## src/rtl/dl_sequencer.sv

```systemverilog
// dl_sequencer: routes HPS ioctl downloads to the arcade core (ROM, variant, DIP bytes)
// and holds the core in reset during and for HOLD_CYCLES after each download.
`default_nettype none

module dl_sequencer #(
    parameter logic [15:0] ROM_SIZE    = 16'hC000,
    parameter int unsigned HOLD_CYCLES = 1024
) (
    input  logic        clk_sys,
    input  logic        RESET_N,
    input  logic        ioctl_download,
    input  logic [7:0]  ioctl_index,
    input  logic        ioctl_wr,
    input  logic [24:0] ioctl_addr,
    input  logic [7:0]  ioctl_dout,
    output logic        dn_wr,
    output logic [15:0] dn_addr,
    output logic [7:0]  dn_data,
    output logic [7:0]  mod,
    output logic        mod_valid,
    output logic [63:0] sw,
    output logic        core_reset,
    output logic        busy,
    output logic [16:0] rom_len,
    output logic [15:0] rom_sum,
    output logic        overflow
);

    localparam int unsigned     CNT_W     = $clog2(HOLD_CYCLES + 1);
    localparam logic [CNT_W-1:0] HOLD_LOAD = CNT_W'(HOLD_CYCLES - 1);

    typedef enum logic [2:0] {
        S_IDLE = 3'd0,
        S_ROM  = 3'd1,
        S_VAR  = 3'd2,
        S_DIP  = 3'd3,
        S_HOLD = 3'd4
    } state_t;

    state_t           state_q;
    state_t           entry_state_d;
    logic [CNT_W-1:0] hold_cnt_q;
    logic             dl_prev_q;
    logic             dn_wr_q;
    logic [15:0]      dn_addr_q;
    logic [7:0]       dn_data_q;
    logic [7:0]       mod_q;
    logic             mod_valid_q;
    logic [63:0]      sw_q;
    logic [16:0]      rom_len_q;
    logic [15:0]      rom_sum_q;
    logic             overflow_q;

    logic             dl_rise;
    logic             dl_fall;
    logic             rom_accept;
    logic [16:0]      addr_inc;

    assign dl_rise    = ioctl_download & ~dl_prev_q;
    assign dl_fall    = ~ioctl_download & dl_prev_q;
    assign rom_accept = (ioctl_addr < {9'd0, ROM_SIZE});
    assign addr_inc   = {1'b0, ioctl_addr[15:0]} + 17'd1;

    always_comb begin
        entry_state_d = S_HOLD;
        case (ioctl_index)
            8'd0:    entry_state_d = S_ROM;
            8'd1:    entry_state_d = S_VAR;
            8'd254:  entry_state_d = S_DIP;
            default: entry_state_d = S_HOLD;
        endcase
    end

    // dl_prev_q resets high so a download already in progress at reset
    // cannot be mistaken for a fresh rising edge.
    always_ff @(posedge clk_sys or negedge RESET_N) begin
        if (!RESET_N) begin
            state_q     <= S_HOLD;
            hold_cnt_q  <= HOLD_LOAD;
            dl_prev_q   <= 1'b1;
            dn_wr_q     <= 1'b0;
            dn_addr_q   <= 16'd0;
            dn_data_q   <= 8'd0;
            mod_q       <= 8'd0;
            mod_valid_q <= 1'b0;
            sw_q        <= {64{1'b1}};
            rom_len_q   <= 17'd0;
            rom_sum_q   <= 16'd0;
            overflow_q  <= 1'b0;
        end else begin
            dl_prev_q <= ioctl_download;
            dn_wr_q   <= 1'b0;

            if (dl_rise && (state_q == S_IDLE || state_q == S_HOLD)) begin
                state_q    <= entry_state_d;
                hold_cnt_q <= HOLD_LOAD;
                if (entry_state_d == S_ROM) begin
                    rom_len_q  <= 17'd0;
                    rom_sum_q  <= 16'd0;
                    overflow_q <= 1'b0;
                end
            end else begin
                case (state_q)
                    S_ROM, S_VAR, S_DIP: begin
                        if (dl_fall) begin
                            state_q    <= S_HOLD;
                            hold_cnt_q <= HOLD_LOAD;
                        end
                    end
                    S_HOLD: begin
                        if (hold_cnt_q == '0) state_q <= S_IDLE;
                        else                  hold_cnt_q <= hold_cnt_q - CNT_W'(1);
                    end
                    default: ;
                endcase
            end

            // Byte capture keys on the current state, so a strobe that
            // coincides with the falling edge is still processed.
            if (state_q == S_ROM && ioctl_wr) begin
                if (rom_accept) begin
                    dn_wr_q   <= 1'b1;
                    dn_addr_q <= ioctl_addr[15:0];
                    dn_data_q <= ioctl_dout;
                    rom_sum_q <= rom_sum_q + {8'd0, ioctl_dout};
                    if (addr_inc > rom_len_q) rom_len_q <= addr_inc;
                end else begin
                    overflow_q <= 1'b1;
                end
            end

            if (state_q == S_VAR && ioctl_wr && ioctl_addr == 25'd0) begin
                mod_q       <= ioctl_dout;
                mod_valid_q <= 1'b1;
            end

            if (state_q == S_DIP && ioctl_wr && ioctl_addr < 25'd8) begin
                sw_q[{ioctl_addr[2:0], 3'b000} +: 8] <= ioctl_dout;
            end
        end
    end

    assign dn_wr      = dn_wr_q;
    assign dn_addr    = dn_addr_q;
    assign dn_data    = dn_data_q;
    assign mod        = mod_q;
    assign mod_valid  = mod_valid_q;
    assign sw         = sw_q;
    assign core_reset = (state_q != S_IDLE);
    assign busy       = (state_q != S_IDLE);
    assign rom_len    = rom_len_q;
    assign rom_sum    = rom_sum_q;
    assign overflow   = overflow_q;

endmodule

`default_nettype wire

```

## config.mk

```make
export PLATFORM = sky130hd
export DESIGN_NAME = dl_sequencer
export DESIGN_NICKNAME = d
export VERILOG_FILES = /design/src/rtl/dl_sequencer.sv
export SDC_FILE = /design/constraint.sdc
export NUM_CORES = 1
export LEC_CHECK = 0
export BUFFER_PORTS_ARGS = -buffer_cell sky130_fd_sc_hd__buf_2
export CORE_ASPECT_RATIO = 1.1
export CORE_MARGIN = 4
export CORE_UTILIZATION = 45
export DETAILED_ROUTE_END_ITERATION = 16
export PLACE_DENSITY = 0.69
export SYNTH_ARGS = -nofsm -noshare
export SYNTH_HDL_FRONTEND = slang
export SYNTH_SLANG_ARGS = --single-unit
```

## constraint.sdc

```tcl
create_clock -name clk_sys -period 3.17 [get_ports clk_sys]
set_clock_uncertainty 0.2 [all_clocks]
set_input_delay 0.4755 -clock clk_sys [delete_from_list [all_inputs] [get_ports clk_sys]]
set_output_delay 0.4755 -clock clk_sys [all_outputs]
set_load 0.01 [all_outputs]
```

==> metrics.txt, run 1 <==
# TYPE chip_impl_metric gauge
chip_impl_metric{name="grt.met2_usage",unit="%"} 34.8
chip_impl_info{name="globalRoute.busiestLayer",value="met2"} 1
chip_impl_info{name="synth_area_leaders",value="sky130_fd_sc_hd__dfstp_2 (27%), sky130_fd_sc_hd__dfrtp_1 (24%), sky130_fd_sc_hd__mux2_2 (9.7%)"} 1
chip_impl_metric{name="post-cts-setup-buffers",unit=""} 0
chip_impl_metric{name="timing_hold_violations_final",unit=""} 0
chip_impl_metric{name="grt-ovfl-total",unit=""} 0
chip_impl_metric{name="route.detailed.drc",unit=""} 0
chip_impl_metric{name="post-route-period-util",unit="%"} 94.2
chip_impl_metric{name="num-nets-final",unit=""} 984
chip_impl_metric{name="synth_cells",unit=""} 700
chip_impl_metric{name="dp_hpwl",unit="um"} 14600
chip_impl_metric{name="fin_tns_setup",unit="ns"} 0
chip_impl_metric{name="cp_max_fo",unit=""} 11
chip_impl_metric{name="htree_levels",unit=""} 4
chip_impl_metric{name="cts_buffer_depth",unit=""} 2
chip_impl_metric{name="avgSynthCellArea",unit="um2"} 10.4
chip_impl_metric{name="chipWidth",unit="um"} 129
chip_impl_metric{name="grt_util_all_layers",unit="%"} 22.1
chip_impl_info{name="setup.worst_path.class",value="input port to register"} 1
chip_impl_metric{name="worst_supply_voltage_drop_on_vdd",unit="V"} 0.000325
chip_impl_metric{name="share_of_synthesized_registers_carrying_an_async_set_or_reset",unit="%"} 100
chip_impl_metric{name="cts_made_buffers",unit=""} 17
chip_impl_metric{name="fp.coreArea",unit="um2"} 15800
chip_impl_metric{name="synthToLayoutAreaGrowth",unit="%"} 27.0
chip_impl_metric{name="drt-vias-per-instance",unit=""} 5.24
chip_impl_metric{name="drv_cap",unit=""} 0
chip_impl_metric{name="num_vias",unit=""} 5884
chip_impl_metric{name="routed_wl",unit="um"} 19800
chip_impl_info{name="rsz0062_at_grt",value="no"} 1
chip_impl_metric{name="finalCriticalPeriod",unit="ns"} 2.98
chip_impl_metric{name="routed_wire_length_per_instance",unit="um"} 17.6
chip_impl_metric{name="slew_headroom",unit="%"} 35.1
chip_impl_metric{name="synthesis.nets",unit=""} 775
chip_impl_metric{name="start_util",unit="%"} 46.2
chip_impl_metric{name="drt_pre_antenna_iters",unit=""} 5
chip_impl_metric{name="report.power.total",unit="W"} 0.00421
chip_impl_metric{name="pre_cts_ws",unit="ns"} -0.209
chip_impl_metric{name="path_clk_slew",unit="ns"} 0.06
chip_impl_metric{name="via_count_of_the_first_global_routing_pass",unit=""} 5862
chip_impl_metric{name="clock_network_latency_to_the_later_pin_of_the_worst_skew_pair",unit="ns"} 0.42
chip_impl_metric{name="cp_slowest_stage_delay",unit="ns"} 0.38
chip_impl_info{name="cts-root-buf",value="sky130_fd_sc_hd__clkbuf_16"} 1
chip_impl_info{name="cp_slowest_cell",value="sky130_fd_sc_hd__o32a_1"} 1
chip_impl_metric{name="worst_pin_slew",unit="ns"} 0.960
chip_impl_metric{name="synth_enable_flop_cells",unit=""} 0
chip_impl_metric{name="cts-hold-fix-buffers",unit=""} 2
chip_impl_metric{name="route.antenna.remaining_nets",unit=""} 0
chip_impl_metric{name="post-synth-top-area-fraction",unit="%"} 27.4
chip_impl_metric{name="fmax",unit="MHz"} 335
chip_impl_metric{name="globalplace.congestion",unit=""} 0.876
chip_impl_metric{name="io_pins",unit=""} 179
chip_impl_metric{name="number_of_buffer_cells_added_on_primary_ports",unit=""} 178
chip_impl_metric{name="grt_max_degree",unit=""} 71
chip_impl_metric{name="detail_route.iter0.violations",unit=""} 293
chip_impl_metric{name="dieArea",unit="um2"} 18300
chip_impl_metric{name="timing.final.max_slew_violations",unit=""} 0
chip_impl_info{name="dominant_register_cell_in_the_synthesized_netlist",value="sky130_fd_sc_hd__dfstp_2"} 1
chip_impl_metric{name="post_cts.resized_instances",unit=""} 0
chip_impl_metric{name="cellLeakagePower",unit="nW"} 4.63
chip_impl_metric{name="cellPowerDensity",unit="nW/um2"} 454
chip_impl_metric{name="gr-usage-met1",unit="%"} 28.8
chip_impl_metric{name="grt_first_pass_wirelength",unit="um"} 31400
chip_impl_info{name="worst_setup_path_end_kind",value="register"} 1
chip_impl_metric{name="fin_ws",unit="ns"} 0.185
chip_impl_metric{name="synth.ff_latch_count",unit=""} 147
chip_impl_metric{name="post_route_cells_drive_above_1_share",unit="%"} 44.5
chip_impl_metric{name="grt.met3_usage",unit="%"} 8.13
chip_impl_metric{name="ys_seq_area_share",unit="%"} 51.7
chip_impl_metric{name="critical_path_buf_inv_count",unit=""} 2
chip_impl_metric{name="arrival",unit="ns"} 3.09
chip_impl_metric{name="crit_required",unit="ns"} 3.27
chip_impl_metric{name="yosys_warning_total",unit=""} 0
chip_impl_metric{name="cts_num_sinks",unit=""} 147
chip_impl_metric{name="grt_antenna_before_repair",unit=""} 0
chip_impl_metric{name="synth_area",unit="um2"} 7290
chip_impl_info{name="worst_hold_path_type",value="input port to register"} 1
chip_impl_info{name="synth_top_area_cell",value="sky130_fd_sc_hd__dfstp_2"} 1
chip_impl_info{name="timing.critical_path.cells",value="buf_2 -> and4_4 -> nand4_1 -> nor3_2 -> xor2_1 -> ha_1 -> nand3_1 -> nor4_4 -> a21oi_1 -> o32a_1 -> buf_12 -> mux2_2"} 1
chip_impl_metric{name="die-height",unit="um"} 142
chip_impl_info{name="startpoint_type",value="input port"} 1
chip_impl_metric{name="std_cell_rows",unit=""} 48
chip_impl_info{name="critical-path-top-delay-family",value="simple AND/OR/NAND/NOR gates"} 1
chip_impl_info{name="status",value="finished, final reports clean"} 1
chip_impl_metric{name="yosys.cell_types.count",unit=""} 58
chip_impl_info{name="tritoncts_clock_tree",value="built"} 1
chip_impl_metric{name="setup_viol",unit=""} 0
==> logic make-up (layout without fill, tap and decap cells) <==
logic type	count (synthesis)	count (layout)	synth area share (%)
compound gates	96	96	7.69
flops	147	147	51.7
other cells	0	1	0
fa+ha+maj	30	30	5.25
xor+xnor	24	24	2.88
mux	68	68	10.4
simple gates	266	266	18.3
buf+inv	69	291	3.77
==> stage by stage <==
| step | utilization (%) | hold WS (ns) | cells | cell area (um2) |
|---|---|---|---|---|
| 5_1_grt | 58.6 | 0.152 | 1122 | 9260 |
| 3_3_place_gp | 55.0 | 0.247 | 1088 | 8680 |
| 2_1_floorplan | - | -0.0201 | 700 | 7330 |
| 6_report | 58.6 | 0.156 | 1123 | 9260 |
| 3_5_place_dp | 55.0 | 0.251 | 1088 | 8680 |
| 4_1_cts | 58.6 | 0.131 | 1122 | 9260 |
==> report_power, final <==
| part | switching (W) | internal, W |
|---|---|---|
| Clock | 0.000800 | 0.00109 |
| Sequential | 0.0000269 | 0.00192 |
| Combinational | 0.000221 | 0.000140 |
| Total | 0.00105 | 0.00316 |
==> flip-flops by register name, indices dropped and copies added, names as in the netlist, 3 cells and up <==
signal      cells
rom_len        17
state_q         3
hold_cnt_q     11
mod             8
dn_addr        16
rom_sum        16
sw             64
dn_data         8
==> cell usage after synthesis (all sizes together), types with 13 or more instances <==
| cell type | instances |
|---|---|
| dfstp | 76 |
| nor2 | 31 |
| mux2 | 63 |
| inv | 34 |
| ha | 29 |
| nand2 | 123 |
| clkbuf | 22 |
| nand3 | 40 |
| a21oi | 27 |
| o21ai | 44 |
| dfrtp | 71 |
| buf | 13 |
| xor2 | 14 |
==> path summary, 6_finish.rpt <==
check,slack [ns],cells after the start,endpoint,from
max in group asynchronous,1.52,3,rom_sum[14]$_DFF_PN0_,RESET_N
setup / recovery,0.19,12,rom_len[7]$_DFF_PN0_,ioctl_addr[2]
hold / removal,0.16,3,dn_addr[15]$_DFFE_PN0P_,ioctl_addr[15]
hold reg to reg,0.26,2,dn_addr[10]$_DFFE_PN0P_,dn_addr[10]$_DFFE_PN0P_
min in group asynchronous,0.46,2,rom_len[13]$_DFF_PN0_,RESET_N
setup reg to reg,0.50,9,rom_sum[14]$_DFF_PN0_,rom_sum[0]$_DFF_PN0_
==> cell type report <==
class                   count  area (um2)
clock buffers              21         483
well taps                 200         250
clock inverters            11        75.1
inverters                  34         128
repair buffers            225        1280
diodes                      1        2.50
fillers                  1392        6530
flip-flops and latches    147        3770
multi-input cells         484        3270
==> metal layers <==
layer,part of all wire [%],vias to the layer above
met5,0,-
met1,44,2827
met3,9.3,20
met2,46,204
li1,-,2833
met4,1.2,0
==> worst min-delay path, cell delays in order <==
cell and delay, ns:
sky130_fd_sc_hd__buf_2 0.14, sky130_fd_sc_hd__nand2_1 0.07, sky130_fd_sc_hd__nand2_1 0.04
==> cell usage in the layout (no fill, tap or decap), drive strengths merged, types with 3 or more instances in the layout <==
cell type	n
buf	223
nand2	123
dfstp	76
dfrtp	71
mux2	63
o21ai	44
nand3	40
inv	36
nor2	31
ha	29
a21oi	27
clkbuf	21
xor2	14
xnor2	10
nor2b	10
nor3	10
nand4	9
and3	8
nor4	7
clkinv	6
o31ai	5
nand2b	5
mux2i	5
and4	4
nor4b	4
clkinvlp	3
or2	3
nand3b	3
No activity file was read; power rests on OpenSTA's default activity.
==> run 2, diff against run 1 <==
--- a/config.mk
+++ b/config.mk
@@ -5,12 +5,13 @@
 export SDC_FILE = /design/constraint.sdc
 export NUM_CORES = 1
 export LEC_CHECK = 0
+export ABC_AREA = 1
 export BUFFER_PORTS_ARGS = -buffer_cell sky130_fd_sc_hd__buf_2
 export CORE_ASPECT_RATIO = 1.1
 export CORE_MARGIN = 4
 export CORE_UTILIZATION = 45
 export DETAILED_ROUTE_END_ITERATION = 16
-export PLACE_DENSITY = 0.69
+export PLACE_DENSITY = 0.68
 export SYNTH_ARGS = -nofsm -noshare
 export SYNTH_HDL_FRONTEND = slang
 export SYNTH_SLANG_ARGS = --single-unit
==> run 2 against run 1 <==
Effect of this change:
- die area rose by 13%
- via count rose by 32%
- wire length rose by 19%
- setup slack improved by 0.16 ns
- combinational power fell by 7.8%
- first-iteration DRC count rose by 72%
- core utilization fell by 1.7 points
- largest power group is now the clock network
==> metrics.txt, run 2 <==
# TYPE chip_impl_metric gauge
chip_impl_info{name="reg2reg_from",value="rom_sum[0]$_DFF_PN0_"} 1
chip_impl_metric{name="cts_made_buffers",unit=""} 17
chip_impl_metric{name="fin_ws",unit="ns"} 0.346
chip_impl_metric{name="cts_num_sinks",unit=""} 147
chip_impl_metric{name="cts_buffer_depth",unit=""} 2
chip_impl_metric{name="ys_seq_area_share",unit="%"} 45.6
chip_impl_info{name="startpoint_type",value="input port"} 1
chip_impl_metric{name="num-nets-final",unit=""} 1347
chip_impl_metric{name="detail_route.iter0.violations",unit=""} 505
chip_impl_info{name="cp_slowest_cell",value="sky130_fd_sc_hd__ha_1"} 1
chip_impl_metric{name="arrival",unit="ns"} 2.93
chip_impl_info{name="critical-path-top-delay-family",value="simple AND/OR/NAND/NOR gates"} 1
chip_impl_metric{name="chipWidth",unit="um"} 137
chip_impl_metric{name="cellLeakagePower",unit="nW"} 5.50
chip_impl_metric{name="synthesis.nets",unit=""} 1147
chip_impl_info{name="rsz0062_at_grt",value="no"} 1
chip_impl_metric{name="share_of_synthesized_registers_carrying_an_async_set_or_reset",unit="%"} 100
chip_impl_metric{name="largest_register_ffs",unit=""} 64
chip_impl_metric{name="timing.final.max_slew_violations",unit=""} 0
chip_impl_metric{name="placed_cell_area",unit="um2"} 9590
chip_impl_metric{name="synth.ff_latch_count",unit=""} 147
chip_impl_metric{name="via_count_of_the_first_global_routing_pass",unit=""} 7471
chip_impl_metric{name="dieArea",unit="um2"} 20600
chip_impl_metric{name="num_vias",unit=""} 7773
chip_impl_metric{name="post-synth-top-area-fraction",unit="%"} 24.1
chip_impl_metric{name="yosys.cell_types.count",unit=""} 42
chip_impl_info{name="list_of_most_frequent_post_synthesis_cells",value="sky130_fd_sc_hd__nand2_1 (335), sky130_fd_sc_hd__inv_1 (122), sky130_fd_sc_hd__nor2_1 (89)"} 1
chip_impl_metric{name="post_route_cells_drive_above_1_share",unit="%"} 28.4
chip_impl_info{name="cts-root-buf",value="sky130_fd_sc_hd__clkbuf_16"} 1
chip_impl_metric{name="finalInstanceArea",unit="um2"} 10200
chip_impl_metric{name="pre_cts_ws",unit="ns"} -0.00271
chip_impl_metric{name="cellPowerDensity",unit="nW/um2"} 411
chip_impl_metric{name="synth_area",unit="um2"} 8270
chip_impl_metric{name="io_pins",unit=""} 179
chip_impl_info{name="setup.worst_path.class",value="input port to register"} 1
chip_impl_metric{name="dp_hpwl",unit="um"} 17900
chip_impl_info{name="final_common_cell",value="sky130_fd_sc_hd__nand2_1"} 1
chip_impl_metric{name="yosys_warning_total",unit=""} 0
chip_impl_metric{name="globalplace.congestion",unit=""} 0.954
chip_impl_info{name="synth_top_area_cell",value="sky130_fd_sc_hd__dfstp_2"} 1
chip_impl_metric{name="std_cell_rows",unit=""} 51
chip_impl_metric{name="synth_cells",unit=""} 1072
chip_impl_metric{name="route.detailed.drc",unit=""} 0
chip_impl_info{name="timing.hold.worst.start",value="ioctl_addr[0]"} 1
chip_impl_info{name="tritoncts_clock_tree",value="built"} 1
chip_impl_metric{name="slew_headroom",unit="%"} 48.7
chip_impl_metric{name="setup_viol",unit=""} 0
chip_impl_metric{name="post-route-period-util",unit="%"} 89.1
chip_impl_metric{name="route.antenna.remaining_nets",unit=""} 0
chip_impl_metric{name="crit_required",unit="ns"} 3.28
chip_impl_info{name="crit_top_cell",value="sky130_fd_sc_hd__nand2_1"} 1
chip_impl_metric{name="clock_network_latency_to_the_later_pin_of_the_worst_skew_pair",unit="ns"} 0.42
chip_impl_metric{name="timing_hold_violations_final",unit=""} 0
chip_impl_metric{name="worst_pin_slew",unit="ns"} 0.769
chip_impl_info{name="status",value="finished, final reports clean"} 1
chip_impl_info{name="worstHoldEndpoint",value="rom_len[0]$_DFF_PN0_"} 1
chip_impl_metric{name="grt_max_degree",unit=""} 63
chip_impl_info{name="timing.rr.end",value="rom_sum[10]$_DFF_PN0_"} 1
chip_impl_metric{name="avgSynthCellArea",unit="um2"} 7.72
chip_impl_metric{name="path_clk_slew",unit="ns"} 0.06
chip_impl_metric{name="routed_wl",unit="um"} 23700
chip_impl_info{name="timing.critical_path.cells",value="buf_2 -> ha_1 -> nand2_1 -> nor2_1 -> nand2_1 -> xor2_1 -> inv_1 -> ha_1 -> nand2_1 -> nor2_1 -> nand2_1 -> nor2_1 -> nor2_1 -> nand2_1 -> nand2_4 -> buf_4 -> nand2_1 -> o21ai_2"} 1
chip_impl_metric{name="grt_first_pass_wirelength",unit="um"} 38000
chip_impl_metric{name="grt_util_all_layers",unit="%"} 23.4
chip_impl_metric{name="drv_cap",unit=""} 0
chip_impl_metric{name="drt_pre_antenna_iters",unit=""} 5
chip_impl_metric{name="ff2ff_setup_slack",unit="ns"} 0.80
chip_impl_metric{name="cp_max_fo",unit=""} 13
chip_impl_metric{name="fmax",unit="MHz"} 354
chip_impl_metric{name="routed_wire_length_per_instance",unit="um"} 15.5
chip_impl_metric{name="r2r_cells",unit=""} 10
chip_impl_info{name="dominant_register_cell_in_the_synthesized_netlist",value="sky130_fd_sc_hd__dfstp_2"} 1
chip_impl_info{name="worst_hold_path_type",value="input port to register"} 1
chip_impl_metric{name="grt_antenna_before_repair",unit=""} 0
chip_impl_info{name="synthMostInstantiatedCell",value="sky130_fd_sc_hd__nand2_1"} 1
chip_impl_metric{name="synthToLayoutAreaGrowth",unit="%"} 23.0
chip_impl_metric{name="worst_supply_voltage_drop_on_vdd",unit="V"} 0.000378
chip_impl_info{name="final_cell_mix",value="sky130_fd_sc_hd__nand2_1 (335), sky130_fd_sc_hd__buf_2 (177), sky130_fd_sc_hd__inv_1 (122)"} 1
chip_impl_metric{name="num_antenna_cells",unit=""} 0
chip_impl_metric{name="fp.coreArea",unit="um2"} 17900
chip_impl_metric{name="post-cts-setup-buffers",unit=""} 0
chip_impl_metric{name="number_of_buffer_cells_added_on_primary_ports",unit=""} 178
chip_impl_metric{name="cts-hold-fix-buffers",unit=""} 2
chip_impl_info{name="worst_setup_path_end_kind",value="register"} 1
chip_impl_metric{name="drt-vias-per-instance",unit=""} 5.10
chip_impl_metric{name="die-height",unit="um"} 150
chip_impl_metric{name="synth_enable_flop_cells",unit=""} 0
chip_impl_metric{name="finalCriticalPeriod",unit="ns"} 2.82
chip_impl_metric{name="cp_slowest_stage_delay",unit="ns"} 0.30
chip_impl_metric{name="post_cts.resized_instances",unit=""} 0
chip_impl_metric{name="htree_levels",unit=""} 4
chip_impl_metric{name="min_path_cells",unit=""} 2
chip_impl_metric{name="critical_path_buf_inv_count",unit=""} 3
chip_impl_info{name="synth_area_leaders",value="sky130_fd_sc_hd__dfstp_2 (24%), sky130_fd_sc_hd__dfrtp_1 (21%), sky130_fd_sc_hd__nand2_1 (15%)"} 1
chip_impl_metric{name="start_util",unit="%"} 46.3
chip_impl_metric{name="grt-ovfl-total",unit=""} 0
-- run 2: changes by cell type in the layout (fill, tap and decap cells not counted), sizes merged, moves of 12 or more --
cell	before	now
nor2	31	92
a21oi	27	39
nand2	123	339
nand4	9	45
nand3	40	68
mux2	63	0
o21ai	44	83
nor3	10	29
inv	36	132
-- run 2: kinds of logic (layout without fill, tap and decap cells) --
group / after synthesis / in the layout / synth area share [%]
adder cells (fa/ha/maj): 30 / 30 / 4.63
AO/OA/AOI/OAI: 132 / 132 / 9.16
buffers and inverters: 167 / 380 / 8.27
AND/OR/NAND/NOR: 584 / 584 / 31.1
flip-flops: 147 / 147 / 45.6
XOR/XNOR: 12 / 12 / 1.27
-- run 2: how the worst max path moves through the flow --
stage                        startpoint                   end  cells after the start
after CTS                 ioctl_addr[0]  rom_len[1]$_DFF_PN0_                     18
after floorplan           ioctl_addr[7]  rom_len[8]$_DFF_PN0_                     17
after global placement    ioctl_addr[0]  rom_len[1]$_DFF_PN0_                     19
after detailed placement  ioctl_addr[0]  rom_len[1]$_DFF_PN0_                     18
after global routing      ioctl_addr[0]  rom_len[1]$_DFF_PN0_                     19
final                     ioctl_addr[0]  rom_len[1]$_DFF_PN0_                     18
-- run 2: area by class of cell --
cell class	instances	area, um2
Timing Repair Buffer	216	1220
Sequential cell	147	3770
Tap cell	238	298
Clock buffer	20	468
Clock inverter	12	104
Fill cell	1692	7690
Multi-Input combinational cell	758	3820
Inverter	132	497
-- run 2: stage by stage --
step / std cells / TNS [ns] / hold slack, ns / total power [W] / util, %
2_1_floorplan: 1072 / 0 / -0.0201 / 0.00208 / -
6_report: 1523 / 0 / 0.123 / 0.00418 / 57.0
3_5_place_dp: 1489 / -0.00271 / 0.250 / 0.00225 / 53.7
5_1_grt: 1523 / 0 / 0.112 / 0.00434 / 57.0
4_1_cts: 1523 / 0 / 0.105 / 0.00422 / 57.0
3_3_place_gp: 1489 / 0 / 0.245 / 0.00224 / 53.7
-- run 2: report_power, final --
group          internal, W  switching, W
sequential         0.00189    0.00000127
clock              0.00115      0.000813
combinational    0.0000959      0.000237
total              0.00313       0.00105
-- run 2: worst reg2reg max path, delay by kind of cell (launching register included) --
family,cells,cell delay (ns)
adder cells (fa/ha/maj),2,0.59
AND/OR/NAND/NOR,3,0.26
AO/OA/AOI/OAI,3,0.62
buffers and inverters,2,0.21
flip-flops,1,0.37
-- run 2: routing by layer --
layer	part of all wire [%]	GRT usage, %	wire (um)
met4	2.8	7.83	655
met5	0	0	0
met2	46	37.5	11000
met3	6.6	5.65	1560
met1	44	31.3	10400
